## src/rtl/battle_pkg.sv

```systemverilog
// battle_pkg: shared types and constants for the battle engine.
//   battle_state_e : turn FSM states
//   TRAINER_*      : encoding of the active_trainer output
//   LFSR_SEED/TAPS : AI move generator seed and feedback mask
//   lfsr_next()    : one shift step of the AI move generator
package battle_pkg;

    typedef enum logic [3:0] {
        LOAD,
        P_CALC,
        AI_UPD,
        AI_FAINT,
        AI_CALC,
        P_UPD,
        P_FAINT,
        VICTORY,
        LOSS
    } battle_state_e;

    localparam logic TRAINER_PLAYER = 1'b0;
    localparam logic TRAINER_AI     = 1'b1;

    localparam logic [7:0] LFSR_SEED = 8'hA5;
    // x^8 + x^6 + x^5 + x^4 + 1 -> feedback from bits 7, 5, 4, 3
    localparam logic [7:0] LFSR_TAPS = 8'hB8;

    function automatic logic [7:0] lfsr_next(input logic [7:0] cur);
        return {cur[6:0], ^(cur & LFSR_TAPS)};
    endfunction

endpackage

```

## src/rtl/battle_lfsr.sv

```systemverilog
// battle_lfsr: free-running 8-bit Fibonacci LFSR used to pick AI moves.
//   clk     : system clock
//   reset_n : asynchronous active-low reset, loads LFSR_SEED
//   q       : current LFSR state
module battle_lfsr
    import battle_pkg::*;
(
    input  logic       clk,
    input  logic       reset_n,
    output logic [7:0] q
);

    logic [7:0] lfsr_q;
    logic [7:0] lfsr_d;

    always_comb begin
        lfsr_d = lfsr_next(lfsr_q);
    end

    always_ff @(posedge clk or negedge reset_n) begin
        if (!reset_n) begin
            lfsr_q <= LFSR_SEED;
        end else begin
            lfsr_q <= lfsr_d;
        end
    end

    assign q = lfsr_q;

endmodule

```

## src/rtl/battle_engine.sv

```systemverilog
// battle_engine: turn FSM for a PARTY_N-vs-PARTY_N battle with per-slot HP.
//   clk, reset_n        : clock, asynchronous active-low reset
//   go                  : advance / restart strobe (LOAD, VICTORY, LOSS only)
//   p_move              : player move, latched when a turn starts
//   dmg_valid, dmg      : damage calculator result (accepted in CALC states)
//   calc_req            : damage request, held until dmg_valid
//   active_trainer      : 0 player attacking, 1 AI attacking
//   target              : 1 AI Pokemon targeted, 0 player Pokemon targeted
//   move_sel            : move forwarded to the calculator
//   apply_damage        : one-cycle pulse in each HP-update cycle
//   p_slot, ai_slot     : active party slot per side
//   p_hp, ai_hp         : HP of the active slot per side
//   turn_cnt            : completed turns, saturating
//   victory, loss       : terminal flags
module battle_engine
    import battle_pkg::*;
#(
    parameter int unsigned HP_W    = 8,
    parameter int unsigned DMG_W   = 8,
    parameter int unsigned PARTY_N = 3,
    parameter int unsigned INIT_HP = 100,
    parameter int unsigned TURN_W  = 8,
    localparam int unsigned SLOT_W = (PARTY_N > 1) ? $clog2(PARTY_N) : 1
) (
    input  logic              clk,
    input  logic              reset_n,
    input  logic              go,
    input  logic [1:0]        p_move,
    input  logic              dmg_valid,
    input  logic [DMG_W-1:0]  dmg,
    output logic              calc_req,
    output logic              active_trainer,
    output logic              target,
    output logic [1:0]        move_sel,
    output logic              apply_damage,
    output logic [SLOT_W-1:0] p_slot,
    output logic [SLOT_W-1:0] ai_slot,
    output logic [HP_W-1:0]   p_hp,
    output logic [HP_W-1:0]   ai_hp,
    output logic [TURN_W-1:0] turn_cnt,
    output logic              victory,
    output logic              loss
);

    localparam int unsigned       CMP_W     = (HP_W > DMG_W) ? HP_W : DMG_W;
    localparam logic [HP_W-1:0]   HP_FULL   = HP_W'(INIT_HP);
    localparam logic [SLOT_W-1:0] LAST_SLOT = SLOT_W'(PARTY_N - 1);
    localparam logic [TURN_W-1:0] TURN_MAX  = '1;

    battle_state_e     state_q, state_d;
    logic [HP_W-1:0]   hp_p_q  [PARTY_N];
    logic [HP_W-1:0]   hp_p_d  [PARTY_N];
    logic [HP_W-1:0]   hp_ai_q [PARTY_N];
    logic [HP_W-1:0]   hp_ai_d [PARTY_N];
    logic [SLOT_W-1:0] p_slot_q, p_slot_d;
    logic [SLOT_W-1:0] ai_slot_q, ai_slot_d;
    logic [TURN_W-1:0] turn_q, turn_d;
    logic [DMG_W-1:0]  dmg_q, dmg_d;
    logic [1:0]        move_sel_q, move_sel_d;
    logic              calc_req_q, calc_req_d;
    logic              active_q, active_d;
    logic              target_q, target_d;
    logic              apply_q, apply_d;
    logic              victory_q, victory_d;
    logic              loss_q, loss_d;

    logic [7:0]        lfsr_val;
    logic              unused_lfsr_bits;
    logic [HP_W-1:0]   p_hp_cur, ai_hp_cur;
    logic [HP_W-1:0]   upd_hp;
    logic [TURN_W-1:0] turn_inc;

    battle_lfsr u_lfsr (
        .clk     (clk),
        .reset_n (reset_n),
        .q       (lfsr_val)
    );

    // Only the low two bits select a move.
    assign unused_lfsr_bits = ^lfsr_val[7:2];

    // Saturating subtract; both operands zero-extended to the wider width
    // so a large dmg never wraps a small HP.
    function automatic logic [HP_W-1:0] sat_sub(input logic [HP_W-1:0]  hp,
                                                 input logic [DMG_W-1:0] d);
        logic [CMP_W-1:0] hp_x;
        logic [CMP_W-1:0] d_x;
        hp_x = CMP_W'(hp);
        d_x  = CMP_W'(d);
        if (d_x >= hp_x) begin
            return '0;
        end
        return HP_W'(hp_x - d_x);
    endfunction

    // Active-slot read mux.
    always_comb begin
        p_hp_cur  = '0;
        ai_hp_cur = '0;
        for (int unsigned i = 0; i < PARTY_N; i++) begin
            if (SLOT_W'(i) == p_slot_q) begin
                p_hp_cur = hp_p_q[i];
            end
            if (SLOT_W'(i) == ai_slot_q) begin
                ai_hp_cur = hp_ai_q[i];
            end
        end
    end

    assign turn_inc = (turn_q == TURN_MAX) ? turn_q : turn_q + TURN_W'(1);

    always_comb begin
        state_d    = state_q;
        hp_p_d     = hp_p_q;
        hp_ai_d    = hp_ai_q;
        p_slot_d   = p_slot_q;
        ai_slot_d  = ai_slot_q;
        turn_d     = turn_q;
        dmg_d      = dmg_q;
        move_sel_d = move_sel_q;
        upd_hp     = '0;

        case (state_q)
            LOAD: begin
                if (go) begin
                    move_sel_d = p_move;
                    state_d    = P_CALC;
                end
            end
            P_CALC: begin
                if (dmg_valid) begin
                    dmg_d   = dmg;
                    state_d = AI_UPD;
                end
            end
            AI_UPD: begin
                upd_hp = sat_sub(ai_hp_cur, dmg_q);
                for (int unsigned i = 0; i < PARTY_N; i++) begin
                    if (SLOT_W'(i) == ai_slot_q) begin
                        hp_ai_d[i] = upd_hp;
                    end
                end
                if (upd_hp == '0) begin
                    state_d = AI_FAINT;
                end else begin
                    // AI move is sampled on the edge entering AI_CALC.
                    move_sel_d = lfsr_val[1:0];
                    state_d    = AI_CALC;
                end
            end
            AI_FAINT: begin
                if (ai_slot_q == LAST_SLOT) begin
                    state_d = VICTORY;
                end else begin
                    ai_slot_d = ai_slot_q + SLOT_W'(1);
                    turn_d    = turn_inc;
                    state_d   = LOAD;
                end
            end
            AI_CALC: begin
                if (dmg_valid) begin
                    dmg_d   = dmg;
                    state_d = P_UPD;
                end
            end
            P_UPD: begin
                upd_hp = sat_sub(p_hp_cur, dmg_q);
                for (int unsigned i = 0; i < PARTY_N; i++) begin
                    if (SLOT_W'(i) == p_slot_q) begin
                        hp_p_d[i] = upd_hp;
                    end
                end
                if (upd_hp == '0) begin
                    state_d = P_FAINT;
                end else begin
                    turn_d  = turn_inc;
                    state_d = LOAD;
                end
            end
            P_FAINT: begin
                if (p_slot_q == LAST_SLOT) begin
                    state_d = LOSS;
                end else begin
                    p_slot_d = p_slot_q + SLOT_W'(1);
                    turn_d   = turn_inc;
                    state_d  = LOAD;
                end
            end
            VICTORY, LOSS: begin
                if (go) begin
                    for (int unsigned i = 0; i < PARTY_N; i++) begin
                        hp_p_d[i]  = HP_FULL;
                        hp_ai_d[i] = HP_FULL;
                    end
                    p_slot_d  = '0;
                    ai_slot_d = '0;
                    turn_d    = '0;
                    state_d   = LOAD;
                end
            end
            default: begin
                state_d = LOAD;
            end
        endcase

        // Outputs are registered from the next state so each one is valid
        // for exactly the cycle its state is current.
        calc_req_d = (state_d == P_CALC) || (state_d == AI_CALC);
        active_d   = (state_d == AI_CALC) ? TRAINER_AI : TRAINER_PLAYER;
        target_d   = (state_d == P_CALC) || (state_d == AI_UPD);
        apply_d    = (state_d == AI_UPD) || (state_d == P_UPD);
        victory_d  = (state_d == VICTORY);
        loss_d     = (state_d == LOSS);
    end

    always_ff @(posedge clk or negedge reset_n) begin
        if (!reset_n) begin
            state_q <= LOAD;
            for (int unsigned i = 0; i < PARTY_N; i++) begin
                hp_p_q[i]  <= HP_FULL;
                hp_ai_q[i] <= HP_FULL;
            end
            p_slot_q   <= '0;
            ai_slot_q  <= '0;
            turn_q     <= '0;
            dmg_q      <= '0;
            move_sel_q <= '0;
            calc_req_q <= 1'b0;
            active_q   <= 1'b0;
            target_q   <= 1'b0;
            apply_q    <= 1'b0;
            victory_q  <= 1'b0;
            loss_q     <= 1'b0;
        end else begin
            state_q    <= state_d;
            hp_p_q     <= hp_p_d;
            hp_ai_q    <= hp_ai_d;
            p_slot_q   <= p_slot_d;
            ai_slot_q  <= ai_slot_d;
            turn_q     <= turn_d;
            dmg_q      <= dmg_d;
            move_sel_q <= move_sel_d;
            calc_req_q <= calc_req_d;
            active_q   <= active_d;
            target_q   <= target_d;
            apply_q    <= apply_d;
            victory_q  <= victory_d;
            loss_q     <= loss_d;
        end
    end

    assign calc_req       = calc_req_q;
    assign active_trainer = active_q;
    assign target         = target_q;
    assign move_sel       = move_sel_q;
    assign apply_damage   = apply_q;
    assign p_slot         = p_slot_q;
    assign ai_slot        = ai_slot_q;
    assign p_hp           = p_hp_cur;
    assign ai_hp          = ai_hp_cur;
    assign turn_cnt       = turn_q;
    assign victory        = victory_q;
    assign loss           = loss_q;

endmodule

```

## config.mk

```make
export PLATFORM = sky130hd
export DESIGN_NAME = battle_engine
export DESIGN_NICKNAME = d
export VERILOG_FILES = /design/src/rtl/battle_pkg.sv /design/src/rtl/battle_lfsr.sv /design/src/rtl/battle_engine.sv
export SDC_FILE = /design/constraint.sdc
export NUM_CORES = 1
export LEC_CHECK = 0
export CAP_MARGIN = 15
export CELL_PAD_IN_SITES_DETAIL_PLACEMENT = 0
export CELL_PAD_IN_SITES_GLOBAL_PLACEMENT = 1
export CORE_MARGIN = 1.5
export CORE_UTILIZATION = 49
export CTS_BUF_LIST = sky130_fd_sc_hd__clkbuf_4
export CTS_CLUSTER_SIZE = 16
export DETAILED_ROUTE_END_ITERATION = 7
export HOLD_SLACK_MARGIN = 0.15
export PLACE_DENSITY = 0.86
export SKIP_LAST_GASP = 1
export SYNTH_ARGS = -nofsm -noshare
export SYNTH_HDL_FRONTEND = slang
export SYNTH_SLANG_ARGS = --single-unit
```

## constraint.sdc

```tcl
create_clock -name clk -period 8 [get_ports clk]
set_clock_uncertainty 0.2 [all_clocks]
set_input_delay 2.4 -clock clk [delete_from_list [all_inputs] [get_ports clk]]
set_output_delay 2.4 -clock clk [all_outputs]
set_load 0.005 [all_outputs]
```

==> results.toml, run 1 <==
[run_status]
outcome = "completed"

[clock_tree]
root_buffer = "sky130_fd_sc_hd__clkbuf_4"
clk_latency_ns = 0.43
tritoncts = "yes"
cts_inserted_buffers = 9
htreeDepth = 3
bufs_on_longest_clock_path = 2
cts.repair.resized = 0
tritoncts_num_sinks = 88
cts.repair_timing.setup_buffer_count = 0
cts_hold_buf = 0
clock_slew_at_reported_path_ffs_ns = 0.15

[global_route]
grt.total_usage = 0.241
grt_first_pass_wirelength_um = 21000
grt_max_degree = 55
global_route.overflow_total = 0
number_of_global_route_vias_before_repair = 4149
antenna_violations_before_repair = 0

[floorplan]
chipWidth_um = 105
top_level_ports = 50
fp-row-count = 37
die-area_um2 = 11100
initial_utilization = 0.501
floorplan.die.height_um = 105
core_outline_area_um2 = 10300

[worst_setup_path]
timing.critical_path.max_delay_family = "buffers and inverters"
path_max_fanout = 14
slowest_stage_delay_cp_ns = 0.59
critical_path.cell_chain = "inv_1, ha_1, nor2b_1, a22oi_1, o21ai_0, clkdlybuf4s50_1"
timing.critical_path.arrival_ns = 2.71
cp_data_required_time_ns = 5.40
crit_buf_inv = 2
start_kind = "register"
worst_setup_path_end_kind = "output pin"
timing_worst_setup_path_type = "reg2out"
timing.critical_path.slowest_stage_cell = "sky130_fd_sc_hd__clkdlybuf4s50_1"

[synth]
synthDistinctLibCells = 69
synthesis.yosys.warnings = 0
synthMostInstantiatedCell = "sky130_fd_sc_hd__nand2_1"
post_synth_instance_area_um2 = 5140
synthDominantCellAreaShare = 0.321
netlist_top_cells_area = "sky130_fd_sc_hd__dfrtp_1, sky130_fd_sc_hd__dfstp_2, sky130_fd_sc_hd__nand2_1"
ys_top_cells_by_count = "sky130_fd_sc_hd__nand2_1, sky130_fd_sc_hd__dfrtp_1, sky130_fd_sc_hd__o21ai_0"
ys_seq_area_frac = 0.433
syn_nets = 595
synth-edff-count = 0
synthesis.area_per_instance_um2 = 9.25
postSynthRegisterBits = 88
ys.flop_type = "sky130_fd_sc_hd__dfrtp_1"
postSynthCellCount = 556
synth-async-reset-ratio = 1.00
largest_area_contributor_in_the_netlist = "sky130_fd_sc_hd__dfrtp_1"

[sta]
slew-limit-headroom = 0.353
drv_slew = 0
setup_repair_after_global_routing_missed_its_margin = "no"
final.min_clock_period_ns = 5.31
fmax_mhz = 188
setup_total_negative_slack_ns = 0
finalSetupViolations = 0
worst-slew-pin-transition_ns = 0.970
final_hold_viol_count = 0
min_period_over_period = 0.663
final.hold.worst_slack_ns = 0.193

[detailed_routing]
routed_len_inst_um = 17.5
wirelength_met1_um = 6170
highest-signal-layer = "met4"
dr.pass1.iters = 5
detail_route.drc_violations = 0
antenna_left = 0
detailroute.wirelength.met3_um = 578
detailroute.wirelength.met2_um = 5920
drtIter0Drc = 253
wirelength_um = 12900
via_cell_ratio = 5.87
routed-via-count = 4323

[power]
report.power.total_w = 0.00279
power_density_nw_per_um2 = 475
static_leakage_nw = 2.51
irDropWorstVdd_mv = 0.219

[final_layout]
multi_input_area_um2 = 2700
antenna_cells_inserted = 0
nFillCells = 965
syn2layout_area_growth_pct = 14.4
final_layout_size_suffix_gt1_frac = 0.103
final_net_count = 634
sequential_standard_cell_area_um2 = 2230

[place]
hpwlAfterDp_um = 9460
numPortBuffers = 49
last_weighted_congestion_value_of_the_routability_driven_placer = 0.889

[hold_path]
worst_hold_path_class = "reg2reg"

[flow_run]
drv.max_cap_violation_count = 0
## layout by cell type (no fill, tap or decap), types with 17 or more instances in the layout
master / count
sky130_fd_sc_hd__ha_1: 23
sky130_fd_sc_hd__o21ai_0: 44
sky130_fd_sc_hd__a21oi_1: 17
sky130_fd_sc_hd__a22o_1: 17
sky130_fd_sc_hd__clkdlybuf4s50_1: 48
sky130_fd_sc_hd__inv_1: 29
sky130_fd_sc_hd__nor2_1: 39
sky130_fd_sc_hd__nand2_1: 83
sky130_fd_sc_hd__dfrtp_1: 66
sky130_fd_sc_hd__dfstp_2: 22
## layout make-up
type / instances / share of cell area
multi-input combinational: 415 / 0.459
sequential: 88 / 0.379
inverter: 29 / 0.0185
tap: 136 / 0.0289
clock buffer: 9 / 0.0115
clock inverter: 7 / 0.0172
timing repair buffer: 52 / 0.0867
## cell families (layout without fill, tap and decap cells)
family	count (synthesis)	in the layout	synth area share
compound gates	164	164	0.228
fa+ha+maj	25	25	0.0637
flops	88	88	0.433
xor+xnor	10	10	0.0170
mux	9	9	0.0185
buf+inv	53	97	0.0418
simple gates	207	207	0.198
## metal layers
| layer | track usage | up-vias |
|---|---|---|
| met1 | 0.342 | 2101 |
| met5 | 0 | - |
| met2 | 0.377 | 116 |
| met3 | 0.0390 | 17 |
| met4 | 0.0783 | 0 |
| li1 | - | 2089 |
## sequential cells by signal, summed over array words and instances, names as in the netlist
register	flops
hp_ai_q	24
hp_p_q	24
dmg_q	8
turn_cnt	8
u_lfsr.q	8
state_q	4
ai_slot	2
move_sel	2
p_slot	2
active_trainer	1
apply_damage	1
calc_req	1
loss	1
target	1
victory	1
## power breakdown
| group | internal (W) | switching [W] |
|---|---|---|
| Sequential | 0.000634 | 0.000115 |
| Combinational | 0.000722 | 0.00103 |
| Clock | 0.000131 | 0.000159 |
## worst reg2reg max path, delay by kind of cell, from the launching register on
family                     cells  cell delay, ns
and+or+nand+nor                2            0.49
adders and majority gates      2            1.00
AOI/OAI and AO/OA              6            1.91
DFF                            1            0.45
buffers and inverters          2            0.21
## final timing paths
check,from,to,slack [ns],cells after the start
min in group asynchronous,reset_n,hp_p_q[11]$_DFFE_PN0P_,1.71,1
min reg2reg,u_lfsr.q[6]$_DFF_PN0_,u_lfsr.q[7]$_DFF_PN1_,0.19,0
max in group asynchronous,reset_n,ai_slot[1]$_DFFE_PN0P_,4.85,2
max reg2reg,p_slot[1]$_DFFE_PN0P_,turn_cnt[3]$_DFFE_PN0P_,3.66,12
min,u_lfsr.q[6]$_DFF_PN0_,u_lfsr.q[7]$_DFF_PN1_,0.19,0
max,ai_slot[1]$_DFFE_PN0P_,ai_hp[2],2.69,6
## per-stage QoR
stage	instance area, um^2	setup slack (ns)	instances	util
final	5890	2.69	736	0.573
after CTS	5890	2.68	736	0.573
after detailed placement	5720	3.19	720	0.556
after global placement	5720	3.28	720	0.556
after global routing	5890	2.57	736	0.573
after floorplan	5140	3.93	556	-
Power figures use the tool's default switching activity.
==> run 2, diff against run 1 <==
CORE_UTILIZATION = 41   (was 49)
PLACE_DENSITY = 0.77   (was 0.86)
clock period = 4.7 ns   (was 8 ns; I/O delays follow)
==> run 2 against run 1 <==
Against the previous run:
- non-clock buffer count grew 5
- hold slack lost 0.025 ns
- critical path depth is the same
- final cell count grew 5.0%
- sequential share of layout area shrank 0.59 points
- sequential power grew 71%
- total power grew 72%
- via count shrank 0.62%
- largest power group unchanged
- wire length grew 1.7%
- register-to-register slack lost 3.1 ns
- clock power grew 89%
==> results.toml, run 2 (same netlist as run 1, synthesis figures left out) <==
[floorplan]
fp-row-count = 40
core_outline_area_um2 = 12100
top_level_ports = 50
chipWidth_um = 115
die-area_um2 = 13200
initial_utilization = 0.425
floorplan.die.height_um = 115

[worst_setup_path]
worst-r2r-setup-slack_ns = 0.59
r2r.worst_path.cells = 12
worstReg2RegEnd = "turn_cnt[3]$_DFFE_PN0P_"
timing.critical_path.arrival_ns = 2.76
start_of_the_worst_register_to_register_path = "p_slot[1]$_DFFE_PN0P_"
endpoint = "ai_hp[7]"
timing_worst_setup_path_type = "reg2out"
start_kind = "register"
worst_setup_path_end_kind = "output pin"
cp_data_required_time_ns = 3.09
critPathLaunch = "ai_slot[1]$_DFFE_PN0P_"
path_max_fanout = 14

[final_layout]
final_util = 0.494
final_cell_mix = "sky130_fd_sc_hd__nand2_1, sky130_fd_sc_hd__dfrtp_1, sky130_fd_sc_hd__clkdlybuf4s50_1"
reg.largest.list = "hp_ai_q (24), hp_p_q (24)"
mostFrequentLayoutCell = "sky130_fd_sc_hd__nand2_1"
final_net_count = 639
layout.cell_area.non_filler_um2 = 5980
syn2layout_area_growth_pct = 16.3
final_layout_size_suffix_gt1_frac = 0.111
antenna_cells_inserted = 0

[detailed_routing]
dr.pass1.iters = 5
routed_len_inst_um = 17.0
drtIter0Drc = 200
via_cell_ratio = 5.56
detail_route.drc_violations = 0
wirelength_um = 13100
antenna_left = 0
routed-via-count = 4296

[place]
last_weighted_congestion_value_of_the_routability_driven_placer = 0.853
placement.cell_area_um2 = 5800
hpwlAfterDp_um = 9880
numPortBuffers = 49

[sta]
drv_slew = 0
final.min_clock_period_ns = 4.37
finalSetupViolations = 0
worst-slew-pin-transition_ns = 0.769
final_hold_viol_count = 0
slew-limit-headroom = 0.487
setup_total_negative_slack_ns = 0
fmax_mhz = 229
setup_repair_after_global_routing_missed_its_margin = "no"
min_period_over_period = 0.930

[clock_tree]
cts_hold_buf = 0
htreeDepth = 3
clk_latency_ns = 0.47
cts_inserted_buffers = 9
cts.repair.resized = 0
tritoncts = "yes"
clock_slew_at_reported_path_ffs_ns = 0.14
root_buffer = "sky130_fd_sc_hd__clkbuf_4"
tritoncts_num_sinks = 88
bufs_on_longest_clock_path = 2
cts.repair_timing.setup_buffer_count = 0

[global_route]
grt_first_pass_wirelength_um = 21800
grt_max_degree = 61
number_of_global_route_vias_before_repair = 4166
grt.total_usage = 0.212
global_route.overflow_total = 0
antenna_violations_before_repair = 0

[power]
irDropWorstVdd_mv = 0.287
power_density_nw_per_um2 = 804
static_leakage_nw = 2.54
report.power.total_w = 0.00481

[flow_run]
drv.max_cap_violation_count = 0

[hold_path]
min_delay_path_depth = 0
worst_hold_path_class = "reg2reg"

[run_status]
outcome = "completed"
## run 2: worst min path at each step
stage                     startpoint  slack (ns)                     to
2_1_floorplan  u_lfsr.q[6]$_DFF_PN0_        0.13  u_lfsr.q[7]$_DFF_PN1_
3_3_place_gp   u_lfsr.q[6]$_DFF_PN0_        0.14  u_lfsr.q[7]$_DFF_PN1_
3_5_place_dp   u_lfsr.q[6]$_DFF_PN0_        0.15  u_lfsr.q[7]$_DFF_PN1_
4_1_cts        u_lfsr.q[6]$_DFF_PN0_        0.17  u_lfsr.q[7]$_DFF_PN1_
5_1_grt        u_lfsr.q[6]$_DFF_PN0_        0.18  u_lfsr.q[7]$_DFF_PN1_
6_report       u_lfsr.q[6]$_DFF_PN0_        0.17  u_lfsr.q[7]$_DFF_PN1_
## run 2: through the flow
step	cells	setup slack, ns	hold WS, ns
after detailed placement	757	0.627	0.146
after global placement	757	0.764	0.138
final	773	0.328	0.168
after CTS	773	0.288	0.171
after floorplan	556	1.06	0.133
after global routing	773	0.116	0.180
## run 2: cell type report
cell class / instances / area (um^2)
clock buffers: 9 / 67.6
clock inverters: 7 / 118
multi-input cells: 415 / 2700
inverters: 29 / 109
fillers: 1194 / 6130
repair buffers: 57 / 548
well taps: 168 / 210
flip-flops and latches: 88 / 2230
## run 2: layer usage
layer / routed length, um / vias to the layer above / global-route usage
met1: 6480 / 2075 / 0.306
met4: 368 / 0 / 0.0914
li1: - / 2096 / -
met5: 0 / - / 0
met3: 513 / 25 / 0.0332
met2: 5750 / 100 / 0.318
## run 2: report_power, final
part	switching, W	internal [W]	total, W
clock	0.000276	0.000270	0.000547
combinational	0.00173	0.00125	0.00298
sequential	0.000203	0.00108	0.00128
## run 2: worst max-delay path, cell delays in order, from the launching register on
cell,delay (ns)
sky130_fd_sc_hd__dfrtp_1,0.40
sky130_fd_sc_hd__inv_1,0.08
sky130_fd_sc_hd__ha_1,0.35
sky130_fd_sc_hd__nor2b_1,0.41
sky130_fd_sc_hd__a22oi_1,0.11
sky130_fd_sc_hd__o21ai_0,0.36
sky130_fd_sc_hd__clkdlybuf4s50_1,0.58
